File: config.mk
export PLATFORM = sky130hd
export DESIGN_NAME = axil_mem_slave
export DESIGN_NICKNAME = d
export VERILOG_FILES = /design/src/rtl/axil_pkg.sv /design/src/rtl/axil_mem_array.sv /design/src/rtl/axil_mem_slave.sv
export SDC_FILE = /design/constraint.sdc
export NUM_CORES = 2
export LEC_CHECK = 0
export CORE_ASPECT_RATIO = 0.8
export CORE_MARGIN = 2
export CORE_UTILIZATION = 30
export CTS_CLUSTER_SIZE = 12
export DETAILED_ROUTE_END_ITERATION = 16
export GPL_TIMING_DRIVEN = 0
export PLACE_DENSITY = 0.53
export SLEW_MARGIN = 20
export SYNTH_ARGS = -nofsm -noshare
export SYNTH_HDL_FRONTEND = slang
export SYNTH_HIERARCHICAL = 1
export SYNTH_SLANG_ARGS = --single-unit
File: constraint.sdc
create_clock -name s_axi_aclk -period 8.1 [get_ports s_axi_aclk]
set_clock_uncertainty 0.15 [all_clocks]
set_input_delay 1.62 -clock s_axi_aclk [delete_from_list [all_inputs] [get_ports s_axi_aclk]]
set_output_delay 1.62 -clock s_axi_aclk [all_outputs]
set_load 0.1 [all_outputs]
File: src/rtl/axil_pkg.sv
`default_nettype none
// ============================================================================
//  Module   : axil_pkg
//  Purpose  : Shared response codes and FSM state encodings for the
//             AXI4-Lite memory responder.
//  Revision : 1.0  initial release
// ============================================================================
package axil_pkg;

   // AXI response codes used by the responder
   localparam logic [1:0] RESP_OKAY   = 2'b00;
   localparam logic [1:0] RESP_SLVERR = 2'b10;

   // Write channel FSM
   typedef enum logic [1:0] {
      W_IDLE      = 2'd0,
      W_NEED_DATA = 2'd1,
      W_NEED_ADDR = 2'd2,
      W_RESP      = 2'd3
   } wr_state_e;

   // Read channel FSM
   typedef enum logic [0:0] {
      R_IDLE = 1'b0,
      R_DATA = 1'b1
   } rd_state_e;

endpackage
`default_nettype wire

File: src/rtl/axil_mem_array.sv
`default_nettype none
// ============================================================================
//  Module   : axil_mem_array
//  Purpose  : Word-addressed storage with a synchronous byte-enable write
//             port and a registered read port. Contents are never reset.
//  Revision : 1.0  initial release
// ============================================================================
module axil_mem_array #(
   parameter int DATA_WIDTH = 32,
   parameter int IDX_WIDTH  = 6
) (
   input  logic                    clk,
   input  logic                    wr_en,
   input  logic [IDX_WIDTH-1:0]    wr_idx,
   input  logic [DATA_WIDTH-1:0]   wr_data,
   input  logic [DATA_WIDTH/8-1:0] wr_strb,
   input  logic                    rd_en,
   input  logic [IDX_WIDTH-1:0]    rd_idx,
   output logic [DATA_WIDTH-1:0]   rd_data
);

   localparam int LANES = DATA_WIDTH / 8;
   localparam int DEPTH = 2 ** IDX_WIDTH;

   // One 8-bit bank per byte lane so each strobe bit owns its own storage.
   for (genvar lane = 0; lane < LANES; lane++) begin : g_lane
      logic [7:0] bank [DEPTH];

      // Byte-lane write, gated by the lane strobe
      always_ff @(posedge clk) begin
         if (wr_en && wr_strb[lane]) begin
            bank[wr_idx] <= wr_data[8*lane +: 8];
         end
      end

      // Registered read; same-edge write is not visible (old value returned)
      always_ff @(posedge clk) begin
         if (rd_en) begin
            rd_data[8*lane +: 8] <= bank[rd_idx];
         end
      end
   end

endmodule
`default_nettype wire

File: src/rtl/axil_mem_slave.sv
`default_nettype none
// ============================================================================
//  Module   : axil_mem_slave
//  Purpose  : AXI4-Lite responder backed by a byte-enable memory. Independent
//             write and read FSMs; misaligned accesses answer SLVERR.
//  Revision : 1.0  initial release
// ============================================================================
module axil_mem_slave
   import axil_pkg::*;
#(
   parameter int DATA_WIDTH = 32,
   parameter int ADDR_WIDTH = 8
) (
   input  logic                    s_axi_aclk,
   input  logic                    s_axi_areset,
   input  logic [ADDR_WIDTH-1:0]   s_axi_awaddr,
   input  logic                    s_axi_awvalid,
   output logic                    s_axi_awready,
   input  logic [DATA_WIDTH-1:0]   s_axi_wdata,
   input  logic [DATA_WIDTH/8-1:0] s_axi_wstrb,
   input  logic                    s_axi_wvalid,
   output logic                    s_axi_wready,
   output logic [1:0]              s_axi_bresp,
   output logic                    s_axi_bvalid,
   input  logic                    s_axi_bready,
   input  logic [ADDR_WIDTH-1:0]   s_axi_araddr,
   input  logic                    s_axi_arvalid,
   output logic                    s_axi_arready,
   output logic [DATA_WIDTH-1:0]   s_axi_rdata,
   output logic [1:0]              s_axi_rresp,
   output logic                    s_axi_rvalid,
   input  logic                    s_axi_rready
);

   localparam int STRB_WIDTH = DATA_WIDTH / 8;
   localparam int OFFS_WIDTH = $clog2(STRB_WIDTH);
   localparam int IDX_WIDTH  = ADDR_WIDTH - OFFS_WIDTH;

   wr_state_e               wr_state, wr_next;
   rd_state_e               rd_state;
   logic                    run_q;
   logic [ADDR_WIDTH-1:0]   aw_addr_q;
   logic [DATA_WIDTH-1:0]   wdata_q;
   logic [STRB_WIDTH-1:0]   wstrb_q;
   logic [1:0]              bresp_q;
   logic [1:0]              rresp_q;
   logic                    rd_err_q;
   logic                    aw_hs, w_hs, ar_hs, commit;
   logic [ADDR_WIDTH-1:0]   wr_addr;
   logic [DATA_WIDTH-1:0]   wr_data;
   logic [STRB_WIDTH-1:0]   wr_strb;
   logic                    wr_aligned, rd_aligned;
   logic [DATA_WIDTH-1:0]   mem_rdata;

   // run_q keeps every ready low during reset and lets them rise on the
   // first edge after release.
   assign s_axi_awready = run_q && (wr_state == W_IDLE || wr_state == W_NEED_ADDR);
   assign s_axi_wready  = run_q && (wr_state == W_IDLE || wr_state == W_NEED_DATA);
   assign s_axi_bvalid  = (wr_state == W_RESP);
   assign s_axi_bresp   = bresp_q;
   assign s_axi_arready = run_q && (rd_state == R_IDLE);
   assign s_axi_rvalid  = (rd_state == R_DATA);
   assign s_axi_rresp   = rresp_q;
   assign s_axi_rdata   = (rd_state == R_DATA && !rd_err_q) ? mem_rdata : '0;

   assign aw_hs = s_axi_awvalid && s_axi_awready;
   assign w_hs  = s_axi_wvalid  && s_axi_wready;
   assign ar_hs = s_axi_arvalid && s_axi_arready;

   // The commit cycle uses whichever half arrives now, else the latched half.
   assign wr_addr    = aw_hs ? s_axi_awaddr : aw_addr_q;
   assign wr_data    = w_hs  ? s_axi_wdata  : wdata_q;
   assign wr_strb    = w_hs  ? s_axi_wstrb  : wstrb_q;
   assign wr_aligned = (wr_addr[OFFS_WIDTH-1:0] == '0);
   assign rd_aligned = (s_axi_araddr[OFFS_WIDTH-1:0] == '0);

   // Write FSM next state and commit detection
   always_comb begin
      wr_next = wr_state;
      commit  = 1'b0;
      case (wr_state)
         W_IDLE: begin
            if (aw_hs && w_hs) begin
               wr_next = W_RESP;
               commit  = 1'b1;
            end else if (aw_hs) begin
               wr_next = W_NEED_DATA;
            end else if (w_hs) begin
               wr_next = W_NEED_ADDR;
            end
         end
         W_NEED_DATA: begin
            if (w_hs) begin
               wr_next = W_RESP;
               commit  = 1'b1;
            end
         end
         W_NEED_ADDR: begin
            if (aw_hs) begin
               wr_next = W_RESP;
               commit  = 1'b1;
            end
         end
         W_RESP: begin
            if (s_axi_bready) wr_next = W_IDLE;
         end
         default: wr_next = W_IDLE;
      endcase
   end

   // Write state, per-channel latches and response code
   always_ff @(posedge s_axi_aclk or posedge s_axi_areset) begin
      if (s_axi_areset) begin
         run_q     <= 1'b0;
         wr_state  <= W_IDLE;
         aw_addr_q <= '0;
         wdata_q   <= '0;
         wstrb_q   <= '0;
         bresp_q   <= RESP_OKAY;
      end else begin
         run_q    <= 1'b1;
         wr_state <= wr_next;
         if (aw_hs) aw_addr_q <= s_axi_awaddr;
         if (w_hs) begin
            wdata_q <= s_axi_wdata;
            wstrb_q <= s_axi_wstrb;
         end
         if (commit) bresp_q <= wr_aligned ? RESP_OKAY : RESP_SLVERR;
      end
   end

   // Read FSM: capture response on accept, hold until consumed
   always_ff @(posedge s_axi_aclk or posedge s_axi_areset) begin
      if (s_axi_areset) begin
         rd_state <= R_IDLE;
         rresp_q  <= RESP_OKAY;
         rd_err_q <= 1'b0;
      end else begin
         case (rd_state)
            R_IDLE: begin
               if (ar_hs) begin
                  rd_state <= R_DATA;
                  rresp_q  <= rd_aligned ? RESP_OKAY : RESP_SLVERR;
                  rd_err_q <= !rd_aligned;
               end
            end
            R_DATA: begin
               if (s_axi_rready) rd_state <= R_IDLE;
            end
            default: rd_state <= R_IDLE;
         endcase
      end
   end

   axil_mem_array #(
      .DATA_WIDTH (DATA_WIDTH),
      .IDX_WIDTH  (IDX_WIDTH)
   ) u_mem (
      .clk     (s_axi_aclk),
      .wr_en   (commit && wr_aligned),
      .wr_idx  (wr_addr[ADDR_WIDTH-1:OFFS_WIDTH]),
      .wr_data (wr_data),
      .wr_strb (wr_strb),
      .rd_en   (ar_hs),
      .rd_idx  (s_axi_araddr[ADDR_WIDTH-1:OFFS_WIDTH]),
      .rd_data (mem_rdata)
   );

endmodule
`default_nettype wire

==> impl_metrics.toml <==
[synth]
synth_fa_ha_area_frac = 0.000610
yosys_warnings = 6
async_reset_ff_frac = 0.0235
synth_seq_cells = 2130
synth_cell_types = 46
yosys-top-cells-area = "edfxtp_1 (76%), mux4_2 (14%), dfrtp_1 (1.5%)"
yosysSeqAreaShare = 0.776
synth_top_area_share = 0.761
yosysTopAreaCell = "edfxtp_1"
synthSimpleGateAreaFrac = 0.0283
syn_inst = 3843
syn_area_per_cell_um2 = 21.4
synth_edf_count = 2080
syn_area_um2 = 82100
synth_compound_area_frac = 0.0237
ys.flop_type = "edfxtp_1"
synth_top_family_by_area = "multiplexers"
synth.mux.area_fraction = 0.157
synth_xor_xnor_area_share = 0

[drt]
ant_nets = 0
drt_iter0_drc = 8332
postRouteWirelength_um = 289000
drt-wirelength-per-cell_um = 36.4
post-route-drc-count = 0
vias = 44700
drtPass1Iterations = 6
viasPerCell = 5.62

[power_and_ir_drop]
worst_ir_drop_vdd_v = 0.000526
powerDensity_nw_per_um2 = 295
clkPwrFrac = 0.324
p_sw_mw = 8.07
power.internal_mw = 19.7
p_leak_nw = 28.8
p_seq_frac = 0.508
switching_share = 0.290
p_comb_frac = 0.169

[timing]
fin_crit_sh = 0.773
rsz0062_at_grt = "no"
worst_slew_pin_slew_ps = 1350
tns_ps = 0
max_freq_mhz = 160
slew_headroom = 0.0925
setup_violations = 0
min_period_ps = 6260
final-max-slew-violation-count = 0
hold_violations = 0

[worst_setup_path]
cpMostUsedCell = "buf_2"
cp.required_ps = 8490
path_cells = "clkdlybuf4s50_1 -> buf_2 -> buf_2 -> buf_2 -> buf_2 -> buf_4 -> mux2i_1 -> a21oi_1 -> a21oi_1 -> nor2_1"
slowest_stage = "buf_2"
worstPathArrival_ps = 6650
worstSetupPathType = "primary input to flop"
startpoint_type = "primary input"
cp-end-kind = "flop"
critPathMaxFanout = 10
cpPeakStageDelay_ps = 760

[clock_network]
clock_sinks = 2130
path_clk_slew_ps = 60
post_cts_buffers = 0
cts-root-buf = "clkbuf_16"
numCtsBuffers = 210
clk_latency_ps = 840
ctsHoldBuffers = 0
cts_tree = "built"
clockBufferDepth = 3
cts_resized = 0
htree_levels = 4

[layout]
num-fill-cells = 25400
layoutNonFillerInstCount = 7957
drive_gt1_frac = 0.234
nets = 4241
area_delta_synth_final_pct = 14.9

[floorplanning]
ios = 100
die_h_um = 472
die_area_um2 = 278000
core_area_um2 = 272000
die_x_um = 589
rows = 171
start_util = 0.302

[global_routing]
grt_use_total = 0.204
grt_max_degree = 66
antenna_found_initial = 31
grt_first_pass_wirelength_um = 379000
overflow = 0
grt_pass1_vias = 41400

[placed_design]
dp.cells = 7595
gp_congestion = 0.928
port_buffers = 95
dp_hpwl_um = 194000

[min_path]
hold_class = "flop to flop"

[outcome]
status = "finished clean"

[job]
drv_cap = 0
cells by family (layout without fill, tap and decap cells):
family | Yosys count | count (layout)
adders and majority gates | 4 | 4
and+or+nand+nor | 540 | 540
DFF | 2130 | 2130
AOI/OAI and AO/OA | 290 | 290
other | 2 | 8
muxes | 644 | 644
buffers and inverters | 233 | 708
stage by stage:
step	instance area [um^2]	setup WS (ps)	hold WS (ps)	util	power, mW
2_1_floorplan	82100	4080	320	-	16.3
3_3_place_gp	87600	494	333	0.322	18.6
3_5_place_dp	88100	1270	337	0.324	18.9
4_1_cts	94200	2150	355	0.347	27.7
5_1_grt	94300	2250	367	0.347	28.4
6_report	94300	1840	354	0.347	27.8
state kept, by name, indices dropped and copies added, names as in the netlist:
signal             flops
u_mem/rd_data         32
s_axi_bresp            1
s_axi_rvalid           1
wdata_q               32
s_axi_rresp            1
wr_state               2
run_q                  1
wstrb_q                4
aw_addr_q              8
u_mem/g_lane.bank   2048
worst max-delay path, delay by kind of cell:
| kind | cells | cell delay (ps) |
|---|---|---|
| muxes | 1 | 350 |
| and+or+nand+nor | 1 | 210 |
| buffers and inverters | 6 | 3570 |
| AOI/OAI and AO/OA | 2 | 870 |
routing by layer:
metal  vias to the layer above  GRT usage  share of wire
met5                         -    0.00811         0.0011
met4                         6     0.0688          0.037
met3                       447     0.0674           0.14
met2                      3280      0.279           0.41
met1                     24400      0.299           0.41
li1                      16600          -              -
placed cells by master (no fill, tap or decap), drive strengths merged, types with 42 or more instances in the layout:
cell type | synthesis | routed
buf | 127 | 152
clkbuf | 98 | 402
clkdlybuf4s50 | 0 | 95
clkinv | 1 | 42
dfrtp | 50 | 50
edfxtp | 2080 | 2080
mux2 | 55 | 55
mux2i | 85 | 85
mux4 | 504 | 504
nand2 | 130 | 130
nor2 | 294 | 294
o22ai | 128 | 128
power by group through the flow:
stage / clock [mW] / sequential, mW / combinational [mW]
after global placement: 0 / 14.4 / 4.22
after global routing: 9.53 / 14.1 / 4.75
after CTS: 9.12 / 14.1 / 4.51
after detailed placement: 0 / 14.4 / 4.50
after floorplan: 0 / 14.3 / 2.00
final: 9.00 / 14.1 / 4.69
Yosys cell counts, types with 6 or more instances:
library cell / number
nor4_1: 22
mux2_4: 23
buf_2: 71
a2bb2oi_1: 9
o22ai_1: 128
o21a_1: 6
edfxtp_1: 2080
nand2b_1: 10
and2_1: 34
mux4_2: 504
nor3_1: 14
nand2_1: 129
a22oi_1: 9
buf_6: 8
o22a_1: 13
o21ai_0: 38
a211oi_1: 6
a221oi_1: 21
o221ai_1: 18
nor2_1: 294
a21oi_1: 34
clkbuf_1: 98
buf_1: 16
mux2_2: 32
nor3b_1: 6
buf_4: 32
dfrtp_1: 50
nor2b_1: 13
mux2i_1: 85
inv_1: 7
cell type report:
type,count,area (um^2),share of cell area
Timing Repair Buffer,122,1340,0.0142
Antenna cell,5,12.5,0.000133
Sequential cell,2130,63700,0.676
Inverter,8,32.5,0.000345
Tap cell,3633,4550,0.0482
Clock buffer,303,5760,0.0611
Buffer,225,1150,0.0122
Clock inverter,50,312,0.00330
Multi-Input combinational cell,1481,17400,0.185
final timing paths:
kind	startpoint	end	slack, ps	cells past startpoint
worst min-delay path	wstrb_q[3]	wstrb_q[3]	350	1
max in group asynchronous	s_axi_areset	wdata_q[4]	6380	3
min in group asynchronous	s_axi_areset	wdata_q[11]	920	2
worst max-delay path	s_axi_araddr[4]	u_mem/rd_data[8]	1840	10
worst min register to register	wstrb_q[3]	wstrb_q[3]	350	1
worst max register to register	wr_state[0]	u_mem/g_lane[2].bank[35][4]	2890	9
Note: power is estimated with default switching activity, not from simulation.
